**config.mk**
```make
export PLATFORM = sky130hd
export DESIGN_NAME = alu_bcd_display
export DESIGN_NICKNAME = d
export VERILOG_FILES = /design/src/rtl/alu_disp_pkg.sv /design/src/rtl/bin2bcd_seq.sv /design/src/rtl/alu_bcd_display.sv
export SDC_FILE = /design/constraint.sdc
export NUM_CORES = 1
export LEC_CHECK = 0
export CAP_MARGIN = 20
export CORE_ASPECT_RATIO = 2
export CORE_UTILIZATION = 41
export CTS_CLUSTER_DIAMETER = 50
export DETAILED_ROUTE_END_ITERATION = 8
export PLACE_DENSITY_LB_ADDON = 0.2
export SLEW_MARGIN = 5
export SYNTH_ARGS = -nofsm -noshare
export SYNTH_HDL_FRONTEND = slang
export SYNTH_SLANG_ARGS = --single-unit
```
**constraint.sdc**
```tcl
create_clock -name clk -period 3.86 [get_ports clk]
set_input_delay 0.579 -clock clk [delete_from_list [all_inputs] [get_ports clk]]
set_output_delay 0.579 -clock clk [all_outputs]
set_load 0.01 [all_outputs]
```
**src/rtl/alu_disp_pkg.sv**
```systemverilog
// ---------------------------------------------------------------------------
// alu_disp_pkg
// Shared definitions for the ALU result display path: converter FSM state
// encoding, bus widths and the active-low 7-segment glyph table.
// ---------------------------------------------------------------------------
package alu_disp_pkg;

  localparam int BIN_W   = 16;           // binary input width
  localparam int NUM_BCD = 5;            // BCD digits needed for 65535
  localparam int BCD_W   = 4 * NUM_BCD;  // packed BCD width

  typedef enum logic [1:0] {
    IDLE  = 2'd0,
    SHIFT = 2'd1,
    DONE  = 2'd2
  } conv_state_e;

  // Active-low segment patterns, bit order {g,f,e,d,c,b,a}.
  localparam logic [6:0] SEG_DIGIT [0:9] = '{
    7'b1000000,  // 0
    7'b1111001,  // 1
    7'b0100100,  // 2
    7'b0110000,  // 3
    7'b0011001,  // 4
    7'b0010010,  // 5
    7'b0000010,  // 6
    7'b1111000,  // 7
    7'b0000000,  // 8
    7'b0010000   // 9
  };
  localparam logic [6:0] SEG_DASH  = 7'b0111111;
  localparam logic [6:0] SEG_BLANK = 7'h7F;

  // Double-dabble correction: add 3 to every nibble that is 5 or more so the
  // following left shift carries correctly into the next decimal digit.
  function automatic logic [BCD_W-1:0] dabble_adjust(input logic [BCD_W-1:0] bcd);
    logic [BCD_W-1:0] res;
    res = bcd;
    for (int i = 0; i < NUM_BCD; i++) begin
      if (bcd[4*i +: 4] >= 4'd5) res[4*i +: 4] = bcd[4*i +: 4] + 4'd3;
    end
    return res;
  endfunction

endpackage

```
**src/rtl/bin2bcd_seq.sv**
```systemverilog
// ---------------------------------------------------------------------------
// bin2bcd_seq
// Sequential double-dabble converter: one adjust+shift iteration per clock.
// Ports:
//   clk       in   rising-edge clock
//   rst       in   asynchronous active-low reset
//   start     in   request a conversion (honoured only while idle)
//   bin_in    in   [15:0] binary value, captured on the accepting edge
//   idle      out  converter is in IDLE and will accept start
//   busy      out  conversion in progress
//   bcd_valid out  bcd_out holds a completed result (sticky)
//   bcd_out   out  [19:0] five BCD nibbles, [19:16] = ten-thousands
// ---------------------------------------------------------------------------
module bin2bcd_seq
  import alu_disp_pkg::*;
(
  input  logic             clk,
  input  logic             rst,
  input  logic             start,
  input  logic [BIN_W-1:0] bin_in,
  output logic             idle,
  output logic             busy,
  output logic             bcd_valid,
  output logic [BCD_W-1:0] bcd_out
);

  conv_state_e      state_q, state_d;
  logic [BIN_W-1:0] shreg;
  logic [BCD_W-1:0] scratch;
  logic [4:0]       count;

  assign idle = (state_q == IDLE);

  // NOTE: sequential state uses non-blocking assignments so every register
  // samples pre-edge values regardless of statement order.
  always_ff @(posedge clk or negedge rst) begin
    if (!rst) state_q <= IDLE;
    else      state_q <= state_d;
  end

  // NOTE: default assignment first so no path leaves state_d unassigned,
  // which would otherwise infer a latch.
  always_comb begin
    state_d = state_q;
    case (state_q)
      IDLE:    if (start) state_d = SHIFT;
      SHIFT:   if (count == 5'(BIN_W - 1)) state_d = DONE;
      DONE:    state_d = IDLE;
      default: state_d = IDLE;
    endcase
  end

  // Datapath. bcd_out is only written in DONE, so it keeps the previous
  // result for the whole duration of a new conversion.
  always_ff @(posedge clk or negedge rst) begin
    if (!rst) begin
      shreg     <= '0;
      scratch   <= '0;
      count     <= '0;
      busy      <= 1'b0;
      bcd_valid <= 1'b0;
      bcd_out   <= '0;
    end else begin
      case (state_q)
        IDLE: begin
          if (start) begin
            shreg   <= bin_in;
            scratch <= '0;
            count   <= '0;
            busy    <= 1'b1;
          end
        end
        SHIFT: begin
          {scratch, shreg} <= {dabble_adjust(scratch), shreg} << 1;
          count            <= count + 5'd1;
        end
        DONE: begin
          bcd_out   <= scratch;
          bcd_valid <= 1'b1;
          busy      <= 1'b0;
        end
        default: ;
      endcase
    end
  end

endmodule

```
**src/rtl/alu_bcd_display.sv**
```systemverilog
// ---------------------------------------------------------------------------
// alu_bcd_display
// Shows the ALU 16-bit result on a 4-digit multiplexed common-anode display.
// Re-converts whenever bin_in differs from the last converted value.
// Ports:
//   clk       in   rising-edge clock
//   rst       in   asynchronous active-low reset
//   bin_in    in   [15:0] binary value to display
//   flag_in   in   ALU flag, shown on the leftmost decimal point
//   busy      out  conversion in progress
//   bcd_valid out  bcd_out holds a completed conversion
//   bcd_out   out  [19:0] BCD result, [19:16] = ten-thousands
//   an        out  [3:0] digit enables, active-low, an[0] = rightmost
//   seg       out  [6:0] segments, active-low, {g,f,e,d,c,b,a}
//   dp        out  decimal point, active-low
// ---------------------------------------------------------------------------
module alu_bcd_display
  import alu_disp_pkg::*;
#(
  parameter int REFRESH_DIV = 100000,
  parameter int NUM_DIGITS  = 4
) (
  input  logic                  clk,
  input  logic                  rst,
  input  logic [BIN_W-1:0]      bin_in,
  input  logic                  flag_in,
  output logic                  busy,
  output logic                  bcd_valid,
  output logic [BCD_W-1:0]      bcd_out,
  output logic [NUM_DIGITS-1:0] an,
  output logic [6:0]            seg,
  output logic                  dp
);

  localparam int PRE_W = (REFRESH_DIV > 1) ? $clog2(REFRESH_DIV) : 1;
  localparam int IDX_W = $clog2(NUM_DIGITS);
  localparam int DISP_W = 4 * NUM_DIGITS;

  // ---------------- change detector ----------------
  logic [BIN_W-1:0] last_bin;
  logic             init_pending;
  logic             conv_idle;
  logic             start;

  // init_pending forces one conversion after reset even if bin_in is 0.
  assign start = init_pending || (bin_in != last_bin);

  always_ff @(posedge clk or negedge rst) begin
    if (!rst) begin
      last_bin     <= '0;
      init_pending <= 1'b1;
    end else if (start && conv_idle) begin
      last_bin     <= bin_in;
      init_pending <= 1'b0;
    end
  end

  bin2bcd_seq u_conv (
    .clk       (clk),
    .rst       (rst),
    .start     (start),
    .bin_in    (bin_in),
    .idle      (conv_idle),
    .busy      (busy),
    .bcd_valid (bcd_valid),
    .bcd_out   (bcd_out)
  );

  // ---------------- scan timing ----------------
  logic [PRE_W-1:0] prescaler;
  logic [IDX_W-1:0] digit_idx;
  logic             flag_q;

  always_ff @(posedge clk or negedge rst) begin
    if (!rst) begin
      prescaler <= '0;
      digit_idx <= '0;
      flag_q    <= 1'b0;
    end else begin
      flag_q <= flag_in;
      if (prescaler == PRE_W'(REFRESH_DIV - 1)) begin
        prescaler <= '0;
        digit_idx <= (digit_idx == IDX_W'(NUM_DIGITS - 1)) ? '0 : digit_idx + 1'b1;
      end else begin
        prescaler <= prescaler + 1'b1;
      end
    end
  end

  // ---------------- segment decode ----------------
  logic [NUM_DIGITS-1:0] an_d;
  logic [6:0]            seg_d;
  logic                  dp_d;
  logic [3:0]            nibble;
  logic [DISP_W-1:0]     upper;
  logic                  overflow;

  always_comb begin
    an_d     = '1;
    seg_d    = SEG_BLANK;
    dp_d     = 1'b1;
    nibble   = bcd_out[{digit_idx, 2'b00} +: 4];
    // Nonzero iff this digit or any digit above it is nonzero.
    upper    = bcd_out[DISP_W-1:0] >> {digit_idx, 2'b00};
    overflow = (bcd_out[BCD_W-1:DISP_W] != '0);

    if (bcd_valid) begin
      an_d = ~(NUM_DIGITS'(1) << digit_idx);
      if (overflow)                               seg_d = SEG_DASH;
      else if (digit_idx != '0 && upper == '0)    seg_d = SEG_BLANK;
      else if (nibble <= 4'd9)                    seg_d = SEG_DIGIT[nibble];
      else                                        seg_d = SEG_BLANK;
    end

    if (digit_idx == IDX_W'(NUM_DIGITS - 1)) dp_d = ~flag_q;
  end

  always_ff @(posedge clk or negedge rst) begin
    if (!rst) begin
      an  <= '1;
      seg <= SEG_BLANK;
      dp  <= 1'b1;
    end else begin
      an  <= an_d;
      seg <= seg_d;
      dp  <= dp_d;
    end
  end

endmodule
```
# Word level (Yosys, flattened, before mapping)
# Memory sizes are Yosys's and may differ from the RTL's.
# Cells that the tools add are included.
# totals
romBits	112
out_inout_bits	34
memories	1
ff_bits	114
inputBits	19
word_cells	83
# mem_list
memory	words	word_bits	rd	rd_ports_with_merged_regs	write_ports	line	source
(no name shown)	16	7	1	0	0	alu_bcd_display.sv:111	else if (nibble <= 4'd9) seg_d = SEG_DIGIT[nibble];
# op_classes
n_eq_ne	8
muxes	26
n_addsub	8
bitwise_logic	3
n_reduce_logical	12
shifts	3
n_lt_le_gt_ge	7
# op_table
cell	n
7-bit 2-to-1 mux	6
20-bit one-hot mux with 2 select lines	1
16-bit one-hot mux with 2 select lines	1
4-bit by 3-bit greater-or-equal comparator with 1-bit output, second input constant	5
20-bit 2-to-1 mux	1
4-bit 2-to-1 mux	5
20-bit by 5-bit variable part select with 4-bit output	1
17-bit by 1-bit adder with 17-bit output, second input constant	1
17-bit == test, second input constant	1
17-bit 2-to-1 mux	1
4-bit by 2-bit adder with 4-bit output, second input constant	4
16-bit logical NOT	1
16-bit 2-to-1 mux	1
16-bit inequality test	1
16-bit by 4-bit >> shifter with 16-bit output	1
5-bit one-hot mux with 2 select lines	1
2-bit 2-to-1 mux	3
2-bit AND reduction	3
2-bit nonzero test	3
5-bit by 1-bit adder with 5-bit output, second input constant	1
5-bit by 4-bit == test with 1-bit output, second input constant	1
5-bit greater-or-equal comparator, second input constant	1
5-bit 2-to-1 mux	1
4-bit inverter with 5-bit output	1
17 further kinds	21

# Depth between registers and ports, before layout
# Gate-level depths: netlist (run 1).
# depth
ltp_word	9
ltp_mapped	8
mapped_depth_nobuf	7

# Hierarchy
# A second synthesis (run 1) with hierarchy kept.
# unflattened
cells_unflattened	478
hier_area_um2	5383.9
# by_module_without_submodules
module	area_per_inst_um2	seq_area_each_um2	cells_each	instances
bin2bcd_seq	2881.5	1626.6	265	1
alu_bcd_display	2502.4	1242.4	213	1

# Worst setup path before layout (run 1)
# OpenSTA, ideal clock, no wires.
# synth_timing
path_kind	reg-to-reg
startpoint	reg digit_idx[0]
endpoint	reg seg[4]
n_path_buf	1
setup_ns	0.081
required_ns	3.779
synth_period_minus_slack_ns	2.666
arrival_time_ns	2.584
stages_incl_launch_ff	9
setup_slack_ns	1.194
path_cell_list	dfrtp_1 clkbuf_1 mux4_2 inv_1 ha_1 or4b_2 a211oi_1 nor3_1 o211ai_1
# synth_between
elab_chain_cells	9
elab_cells_between_ends	14
cone_classes	order compare: 1; shift: 2; mux: 6; bitwise: 1; reduce/logical: 3; memory: 1
# synth_lines
item	line	source
from (decl)	alu_bcd_display.sv:71	logic [IDX_W-1:0] digit_idx;
from (signal assigned)	alu_bcd_display.sv:83	digit_idx <= (digit_idx == IDX_W'(NUM_DIGITS - 1)) ? '0 : digit_idx + 1'b1;
20-bit by 5-bit variable part select with 4-bit output	alu_bcd_display.sv:102	nibble = bcd_out[{digit_idx, 2'b00} +: 4];
4-bit inverter with 5-bit output (implied by the code)	alu_bcd_display.sv:111	
memory read 16 x 7 bit	--	
7-bit 2-to-1 mux (implied by the code) (2 in a row)	alu_bcd_display.sv:111	
7-bit 2-to-1 mux	alu_bcd_display.sv:111	
7-bit 2-to-1 mux *	alu_bcd_display.sv:110	else if (digit_idx != '0 && upper == '0) seg_d = SEG_BLANK;
7-bit 2-to-1 mux *	alu_bcd_display.sv:109	if (overflow) seg_d = SEG_DASH;
7-bit 2-to-1 mux *	alu_bcd_display.sv:107	if (bcd_valid) begin
via seg_d[4]	alu_bcd_display.sv:92	logic [6:0] seg_d;
to (signal assigned)	alu_bcd_display.sv:125	seg <= seg_d;
to (decl)	alu_bcd_display.sv:31	output logic [6:0] seg,
# Mark *: on every way through the listed nets, which the timed path passes. The rest lies on a longest branch. The select of a mux whose other input is x is not followed.
# A chain may end at the register's enable or synchronous reset.

# Worst setup path in the final report (run 1)
# layout_timing
startpoint	in bin_in[8]
endpoint	reg last_bin[10]
# layout_between
elab_chain_cells	3
# layout_lines
item	line	source
from (decl)	alu_bcd_display.sv:25	input logic [BIN_W-1:0] bin_in,
16-bit inequality test	alu_bcd_display.sv:46	assign start = init_pending || (bin_in != last_bin);
1-bit logical OR	alu_bcd_display.sv:46	
1-bit logical AND	alu_bcd_display.sv:52	end else if (start && conv_idle) begin
to (signal assigned)	alu_bcd_display.sv:53	last_bin <= bin_in;
to (decl)	alu_bcd_display.sv:40	logic [BIN_W-1:0] last_bin;
# No other way between the ends.

==> results of run 1 <==
[kinds of logic (layout without fill, tap and decap cells)]
group                    after synthesis  in the layout  share of synthesized area [%]
adder cells (fa/ha/maj)               22             22                           4.80
multiplexers                          31             31                           6.80
XOR/XNOR                              33             33                           5.30
buffers and inverters                 49            120                           3.73
AO/OA/AOI/OAI                        127            127                           16.9
flip-flops                           114            114                           50.0
AND/OR/NAND/NOR                      153            153                           12.4
[state kept, by name, summed over array words and instances, names as in the netlist, 2 cells and up]
register        cells
seg                 7
an                  4
prescaler          17
u_conv.shreg       16
u_conv.count        5
u_conv.bcd_out     20
digit_idx           2
u_conv.state_q      2
u_conv.scratch     20
last_bin           16
[power groups by stage]
stage               sequential [W]  clock, W  combinational [W]
detailed placement         0.00211         0            0.00207
floorplan                  0.00202         0            0.00141
finish                     0.00210   0.00146            0.00205
global route               0.00216   0.00155            0.00230
CTS                        0.00210   0.00149            0.00208
global placement           0.00210         0            0.00200
[synthesized netlist by cell type, types with 2 or more instances]
cell type / count / share of area (%)
a21o_1: 2 / 0.26
a21oi_1: 22 / 1.9
a221o_1: 8 / 1.4
a221oi_1: 7 / 1.1
a22o_1: 17 / 2.6
a2bb2oi_1: 7 / 1.1
and3_1: 6 / 0.65
buf_6: 4 / 0.79
clkbuf_1: 17 / 1.1
dfrtp_1: 101 / 44
dfstp_2: 13 / 6.0
ha_1: 22 / 4.8
inv_1: 27 / 1.8
mux2_2: 24 / 4.7
mux2i_1: 3 / 0.52
mux4_2: 4 / 1.6
nand2_1: 52 / 3.4
nand2b_1: 7 / 0.76
nand3_1: 10 / 0.87
nand4_1: 5 / 0.55
nor2_1: 38 / 2.5
nor2b_1: 4 / 0.44
nor3_1: 16 / 1.4
nor3b_1: 3 / 0.39
nor4_1: 6 / 0.65
o21a_1: 2 / 0.26
o21ai_0: 29 / 2.5
o21bai_1: 2 / 0.26
o221a_2: 6 / 1.2
o2bb2ai_1: 8 / 1.2
o311ai_0: 8 / 1.2
o31ai_1: 2 / 0.26
or3_1: 2 / 0.22
xnor2_1: 17 / 2.6
xnor2_2: 2 / 0.57
xor2_1: 14 / 2.1
[layer usage]
metal / up-vias / track usage, % / part of all wire (%)
li1: 2026 / - / -
met2: 122 / 37.1 / 56
met4: 0 / 11.7 / 3.4
met3: 27 / 4.28 / 3.4
met1: 2178 / 21.9 / 37
met5: - / 0 / 0
[stage by stage]
stage / cells / worst slack (ns) / hold WS, ns / cell area [sq um] / power, W
finish: 786 / 0.918 / 0.269 / 6990 / 0.00561
global route: 786 / 0.740 / 0.339 / 6990 / 0.00601
CTS: 786 / 0.901 / 0.288 / 6990 / 0.00567
detailed placement: 754 / 0.453 / 0.374 / 6440 / 0.00418
global placement: 754 / 0.517 / 0.373 / 6440 / 0.00409
floorplan: 529 / 1.19 / 0.283 / 5740 / 0.00343
[critical path: stages]
cell             delay, ns
clkdlybuf4s50_1       0.57
xnor2_1               0.15
nand4_1               0.33
or3_1                 0.65
o21ai_4               0.55
mux2_2                0.40
[area by class of cell]
class | instances | area, sq um
repair buffers | 60 | 578
inverters | 28 | 105
flip-flops and latches | 114 | 2870
multi-input cells | 366 | 2650
clock inverters | 10 | 85.1
clock buffers | 22 | 464
well taps | 186 | 233
fillers | 1270 | 6600
[worst paths after layout]
path / from / endpoint / slack, ns / depth (start not counted)
max: bin_in[8] / last_bin[10] / 0.92 / 6
min: rst / u_conv.scratch[0] / 0.27 / 1
max reg2reg: digit_idx[0] / seg[0] / 1.01 / 7
min reg2reg: flag_q / dp / 0.39 / 1
max in group asynchronous: rst / prescaler[13] / 2.72 / 2
min in group clk: flag_q / dp / 0.39 / 1
==> metrics.csv, run 1 <==
metric,value,unit
worst-case clock skew,0.0104,ns
total of max-cap violations,0,
"Setup Fix Bufs, Post-CTS",0,
initial antenna violation count,0,
routed len/inst,17.2,microns
fin. max-slew vios,0,
DRT antenna net count,0,
first-pass GRT wire length,22.9,mm
Avg Inst Size Synth,10.8,sq um
1st-iter DRT viols,189,
distinct cell type count after synthesis,48,
Clock Tree Root,clkbuf_16,
largest net degree at the start of global routing,64,
Crit Path Class,in -> reg,
"commonest non-fill, non-tap cell in the layout",dfrtp_1,
fraction of layout cells with a size suffix above 1,15.3,%
die width,85.6,microns
Worst-Margin Slew,1.03,ns
post-detail-place hpwl,9.57,mm
Die H,169,microns
CTS tree,yes,
CTS Hold Bufs,0,
Core Region,13600,sq um
H-tree depth,4,
count of final hold-check violations,0,
Worst Path Max Fanout,15,
leakage power,3.07,nW
Worst-path clk slew,0.05,ns
Main synth FF type,dfrtp_1,
fin crit period,2.94,ns
sequential cell area fraction in the yosys report,50.0,%
# DRC,0,
switching share of total power,34.9,%
async set-reset flop share out of synthesis,100,%
status,"finished, final reports clean",
synth-to-layout area growth,21.8,%
vias in the first global route,4568,
max_slew headroom,31.2,%
Pre-antenna DRT Iters,5,
initial core utilization,42.2,%
fmax,340,MHz
Post-Syn Nets,570,
crit share post-route,76.2,%
Worst-Skew Late Latency,0.41,ns
critical path arrival,3.23,ns
CTS Buffer Depth,2,
nets,628,
FP Rows,60,
Post-synth EDFFs,0,
"FF+latch count, synth",114,
Combinational Power Share,36.6,%
vias per std cell,5.54,
Total GRT Usage,20.6,%
"commonest non-fill, non-tap cells in the layout","dfrtp_1 (101), nand2_1 (52), clkdlybuf4s50_1 (51)",
cell area after synthesis,5740,sq um
power share of the clock group,25.9,%
I/O pins,53,
internal power,0.00365,W
Hold Crit Class,in -> async,
IO Port Bufs,52,
ant diodes,0,
maximum VDD drop,0.000395,V
total number of vias,4353,
synthesized instance count,529,
Crit. End Element,flop,
clock sinks,114,
"Req. time, crit path",4.15,ns
RSZ-0062 raised after global routing,false,
"Setup violations, final",0,
Post-CTS Resized,0,
total die area,14500,sq um
Synth Warn #,0,
startpoint types,input pin,
setup TNS after final layout,0,ns
drt total wl,13.5,mm
Placer Congestion,0.818,
sequential fraction of design power,37.5,%
NetSw,0.00196,W
fin util,51.4,%
pwr dens,803,nW/um^2
CTS Buf Count,17,
gr ovfl total,0,
No activity file was read; power rests on OpenSTA's default activity.
==> inputs of run 2 (changes only) <==
==> constraint.sdc (replaced) <==
create_clock -name clk -period 3 [get_ports clk]
set_input_delay 0.45 -clock clk [delete_from_list [all_inputs] [get_ports clk]]
set_output_delay 0.45 -clock clk [all_outputs]
set_load 0.01 [all_outputs]
==> metrics.csv, run 2 (same netlist as run 1, synthesis figures left out) <==
metric,value,unit,change
fraction of layout cells with a size suffix above 1,16.1,%,+0.81 points
worst-case clock skew,0.0104,ns,-0.00000710 ns
vias per std cell,5.52,,-0.38%
Pre-antenna DRT Iters,4,,-1
Fillers,1217,,-4.2%
Core Region,13600,sq um,unchanged
total power,0.00741,W,+32%
Worst-path clk slew,0.05,ns,about the same
first-pass GRT wire length,22.9,mm,unchanged
fin. max-slew vios,0,,unchanged
Worst-Skew Late Latency,0.41,ns,about the same
power share of the clock group,27.1,%,+1.2 points
Die H,169,microns,unchanged
switching share of total power,34.0,%,-0.92 points
Clock Tree Root,clkbuf_16,,
maximum VDD drop,0.000480,V,+21%
"commonest non-fill, non-tap cells in the layout","dfrtp_1 (101), nand2_1 (52), clkdlybuf4s50_1 (51)",,
nets,635,,+1.1%
Crit Path Class,reg -> reg,,
Hold Crit Class,in -> async,,
Final Instance Area,7120,sq um,+1.9%
DRT antenna net count,0,,unchanged
"commonest non-fill, non-tap cell in the layout",dfrtp_1,,
setup TNS after final layout,0,ns,unchanged
total die area,14500,sq um,unchanged
RSZ-0062 raised after global routing,false,,
critical path arrival,3.14,ns,-0.09 ns
routed len/inst,17.2,microns,-0.22%
"Setup Fix Bufs, Post-CTS",0,,unchanged
initial antenna violation count,0,,unchanged
largest registers,"u_conv.bcd_out: 20 flops, u_conv.scratch: 20 flops, prescaler: 17 flops",,
CTS Hold Bufs,0,,unchanged
"Req. time, crit path",3.33,ns,-0.82 ns
leakage power,3.14,nW,+2.5%
H-tree depth,4,,unchanged
pwr dens,1040,nW/um^2,+30%
gr ovfl total,0,,unchanged
FP Rows,60,,unchanged
count of final hold-check violations,0,,unchanged
# DRC,0,,unchanged
status,"finished, final reports clean",,
total of max-cap violations,0,,unchanged
initial core utilization,42.2,%,unchanged
"Setup violations, final",0,,unchanged
IO Port Bufs,52,,unchanged
total number of vias,4375,,+0.51%
Worst Hold Slack,0.0411,ns,-0.228 ns
Crit. End Element,flop,,
internal power,0.00489,W,+34%
crit share post-route,93.8,%,
largest net degree at the start of global routing,53,,-17%
startpoint types,flop,,
post-detail-place hpwl,9.74,mm,+1.8%
Combinational Power Share,36.8,%,+0.2 points
I/O pins,53,,unchanged
Register-to-Register Setup Slack,0.19,ns,-0.82 ns
Post-CTS Resized,0,,unchanged
Worst Path Max Fanout,9,,-6
fmax,356,MHz,
CTS Buf Count,17,,unchanged
1st-iter DRT viols,182,,-3.7%
Total GRT Usage,20.7,%,+0.064 points
max_slew headroom,55.1,%,+24 points
clock sinks,114,,unchanged
CTS tree,yes,,
DP Area,6520,sq um,+1.3%
ant diodes,0,,unchanged
CTS Buffer Depth,2,,unchanged
sequential fraction of design power,36.1,%,-1.4 points
NetSw,0.00252,W,+29%
Placer Congestion,0.832,,+1.7%
Worst-Margin Slew,0.674,ns,-0.355 ns
drt total wl,13.6,mm,+0.67%
vias in the first global route,4564,,-0.088%
fin crit period,2.81,ns,
die width,85.6,microns,unchanged
synth-to-layout area growth,24.1,%,
[run 2: changes by cell type in the layout (fill, tap and decap cells not counted), sizes merged]
cell	before	now
clkinvlp	4	0
clkinv	6	5
clkbuf	22	26
buf	9	16
bufinv	1	2
[run 2: critical path: stages (launching register included)]
cell and delay (ns):
dfrtp_1 0.57, mux4_2 0.63, inv_1 0.14, ha_1 0.20, or4b_2 0.59, a211oi_1 0.31, nor3_1 0.18, o211ai_1 0.12
[run 2: power by group through the flow]
stage,clock network [W],logic (W),registers (W)
final,0.00201,0.00272,0.00268
after global routing,0.00211,0.00303,0.00276
after CTS,0.00205,0.00274,0.00268
after detailed placement,0,0.00273,0.00270
after global placement,0,0.00264,0.00267
after floorplan,0,0.00182,0.00260
[run 2: routing by layer]
metal / global-route usage, % / vias to the layer above / share of wire (%)
met5: 0 / - / 0
met3: 3.94 / 31 / 3.3
met2: 38.1 / 125 / 56
met1: 21.3 / 2175 / 38
met4: 12.1 / 0 / 3.4
li1: - / 2044 / -
[run 2: worst paths after layout]
path | start | to | cells after the start
min in group clk | flag_q | dp | 1
worst min-delay path | rst | u_conv.bcd_out[2] | 1
max in group asynchronous | rst | init_pending | 2
worst min register to register | flag_q | dp | 1
worst max-delay path | digit_idx[0] | seg[4] | 7
worst max register to register | digit_idx[0] | seg[4] | 7
[run 2: cell type report]
class	count	area, sq um	area share, %
Clock inverter	6	80.1	1.12
Timing Repair Buffer	67	668	9.39
Inverter	28	105	1.48
Sequential cell	114	2870	40.3
Tap cell	186	233	3.27
Clock buffer	26	509	7.15
Multi-Input combinational cell	366	2650	37.3
[run 2: stage by stage]
step | utilization, % | worst slack (ns) | instances
3_3_place_gp | 48.0 | 0.272 | 760
3_5_place_dp | 48.0 | 0.175 | 760
6_report | 52.4 | 0.187 | 793
5_1_grt | 52.4 | 0.0250 | 793
2_1_floorplan | - | 0.334 | 529
4_1_cts | 52.3 | 0.163 | 792
==> inputs of run 3 (changes only) <==
--- a/config.mk
+++ b/config.mk
@@ -5,7 +5,6 @@
 export SDC_FILE = /design/constraint.sdc
 export NUM_CORES = 1
 export LEC_CHECK = 0
-export CAP_MARGIN = 20
 export CORE_ASPECT_RATIO = 2
 export CORE_UTILIZATION = 41
 export CTS_CLUSTER_DIAMETER = 50
==> constraint.sdc (replaced) <==
create_clock -name clk -period 3 [get_ports clk]
set_input_delay 0.3 -clock clk [delete_from_list [all_inputs] [get_ports clk]]
set_output_delay 0.3 -clock clk [all_outputs]
set_load 0.01 [all_outputs]
==> metrics.csv, run 3 (same netlist as run 1, synthesis figures left out) <==
metric,value,unit,change
status,"finished, final reports clean",,
Worst Hold Slack,0.351,ns,+0.310 ns
Crit. End Element,flop,,
"Setup violations, final",0,,unchanged
Hold Crit Class,in -> reg,,
Worst-Margin Slew,0.735,ns,+0.0617 ns
maximum VDD drop,0.000572,V,+19%
DRT antenna net count,0,,unchanged
largest registers,"u_conv.bcd_out: 20 flops, u_conv.scratch: 20 flops, prescaler: 17 flops",,
routed len/inst,17.0,microns,-0.91%
Die H,169,microns,unchanged
H-tree depth,4,,unchanged
initial core utilization,42.2,%,unchanged
Worst Path Max Fanout,9,,unchanged
FP Rows,60,,unchanged
Worst-path clk slew,0.05,ns,about the same
vias per std cell,5.56,,+0.71%
drt total wl,13.5,mm,-0.91%
CTS tree,yes,,
# DRC,0,,unchanged
die width,85.6,microns,unchanged
synth-to-layout area growth,25.5,%,
total number of vias,4406,,+0.71%
fin crit period,2.76,ns,-0.0558 ns
leakage power,3.18,nW,+0.99%
nets,635,,unchanged
IO Port Bufs,52,,unchanged
pwr dens,1070,nW/um^2,+3.2%
met1 track demand over resource,20.4,%,-0.88 points
Total GRT Usage,20.1,%,-0.62 points
Post-CTS Resized,0,,unchanged
fin. max-slew vios,0,,unchanged
ant diodes,0,,unchanged
initial antenna violation count,0,,unchanged
total die area,14500,sq um,unchanged
post-detail-place hpwl,9.50,mm,-2.5%
startpoint types,flop,,
first-pass GRT wire length,22.2,mm,-3.0%
total of max-cap violations,0,,unchanged
"commonest non-fill, non-tap cell in the layout",dfrtp_1,,
crit share post-route,91.9,%,-1.9 points
RSZ-0062 raised after global routing,false,,
grt met2 use,37.4,%,-0.66 points
gr ovfl total,0,,unchanged
fraction of layout cells with a size suffix above 1,16.1,%,unchanged
Clock Tree Root,clkbuf_16,,
Pre-antenna DRT Iters,4,,unchanged
worst-case clock skew,0.0105,ns,+0.000142 ns
Core Region,13600,sq um,unchanged
CTS Buffer Depth,2,,unchanged
Placer Congestion,0.844,,+1.5%
vias in the first global route,4502,,-1.4%
largest net degree at the start of global routing,64,,+21%
GR Layer Usage met3,4.33,%,+0.39 points
max_slew headroom,51.0,%,-4.1 points
count of final hold-check violations,0,,unchanged
CTS Buf Count,17,,unchanged
Worst-Skew Late Latency,0.41,ns,about the same
critical path arrival,3.08,ns,-0.06 ns
1st-iter DRT viols,292,,+60%
"commonest non-fill, non-tap cells in the layout","dfrtp_1 (101), nand2_1 (52), clkdlybuf4s50_1 (51)",,
clock sinks,114,,unchanged
setup TNS after final layout,0,ns,unchanged
GR peak layer,met2,,
Crit Path Class,reg -> reg,,
"Req. time, crit path",3.32,ns,about the same
I/O pins,53,,unchanged
fmax,363,MHz,+2.0%
Fillers,1184,,-2.7%
[run 3: cell count changes in the layout (fill, tap and decap cells not counted)]
cell,delta
buf_12,-1
bufinv_16,+5
clkbuf_1,-1
clkbuf_8,-4
clkinv_2,-1
clkinvlp_4,+1
dlygate4sd3_1,+1
[run 3: area by class of cell]
| cell class | instances | area, sq um | share of cell area (%) |
|---|---|---|---|
| clock inverter | 11 | 233 | 3.23 |
| multi-input combinational | 366 | 2650 | 36.8 |
| inverter | 28 | 105 | 1.46 |
| timing repair buffer | 67 | 658 | 9.14 |
| clock buffer | 21 | 450 | 6.25 |
| sequential | 114 | 2870 | 39.8 |
| tap | 186 | 233 | 3.23 |
[run 3: worst paths after layout]
| check | from | end | slack [ns] | cells past startpoint |
|---|---|---|---|---|
| max | digit_idx[0] | seg[2] | 0.24 | 7 |
| min | flag_in | flag_q | 0.35 | 1 |
| max reg2reg | digit_idx[0] | seg[2] | 0.24 | 7 |
| min reg2reg | flag_q | dp | 0.38 | 1 |
| max in group asynchronous | rst | seg[1] | 1.68 | 3 |
| min in group asynchronous | rst | u_conv.bcd_out[0] | 0.50 | 2 |
[run 3: metal layers]
layer / vias to the layer above / part of all wire, %
met5: - / 0
met4: 0 / 3.5
met3: 29 / 3.3
met2: 124 / 57
met1: 2206 / 37
li1: 2047 / -
[run 3: critical path, stage by stage (launching register included)]
cell and delay, ns:
dfrtp_1 0.56, mux4_2 0.60, inv_1 0.14, ha_1 0.19, or4b_2 0.60, a211oi_1 0.29, nor3_1 0.17, o21ai_0 0.12
[run 3: repair_timing]
item                                    CTS  global route
buffers inserted                          0             0
hold buffers                              1             0
endpoints found under the hold margin    50             0
endpoints found under the setup margin    0             0
[run 3: metrics by stage]
step / cell area, sq um / setup slack [ns] / util (%) / cells / power, W
after global placement: 6510 / 0.246 / 47.9 / 760 / 0.00531
after floorplan: 5740 / 0.334 / - / 529 / 0.00441
after detailed placement: 6510 / 0.203 / 47.9 / 760 / 0.00540
after global routing: 7200 / 0.00644 / 53.0 / 793 / 0.00821
after CTS: 7200 / 0.213 / 53.0 / 793 / 0.00780
final: 7200 / 0.243 / 53.0 / 793 / 0.00774
[run 3: report_power, final]
group	internal, W	switching [W]
Clock	0.00166	0.000696
Sequential	0.00214	0.000558
Combinational	0.00141	0.00127
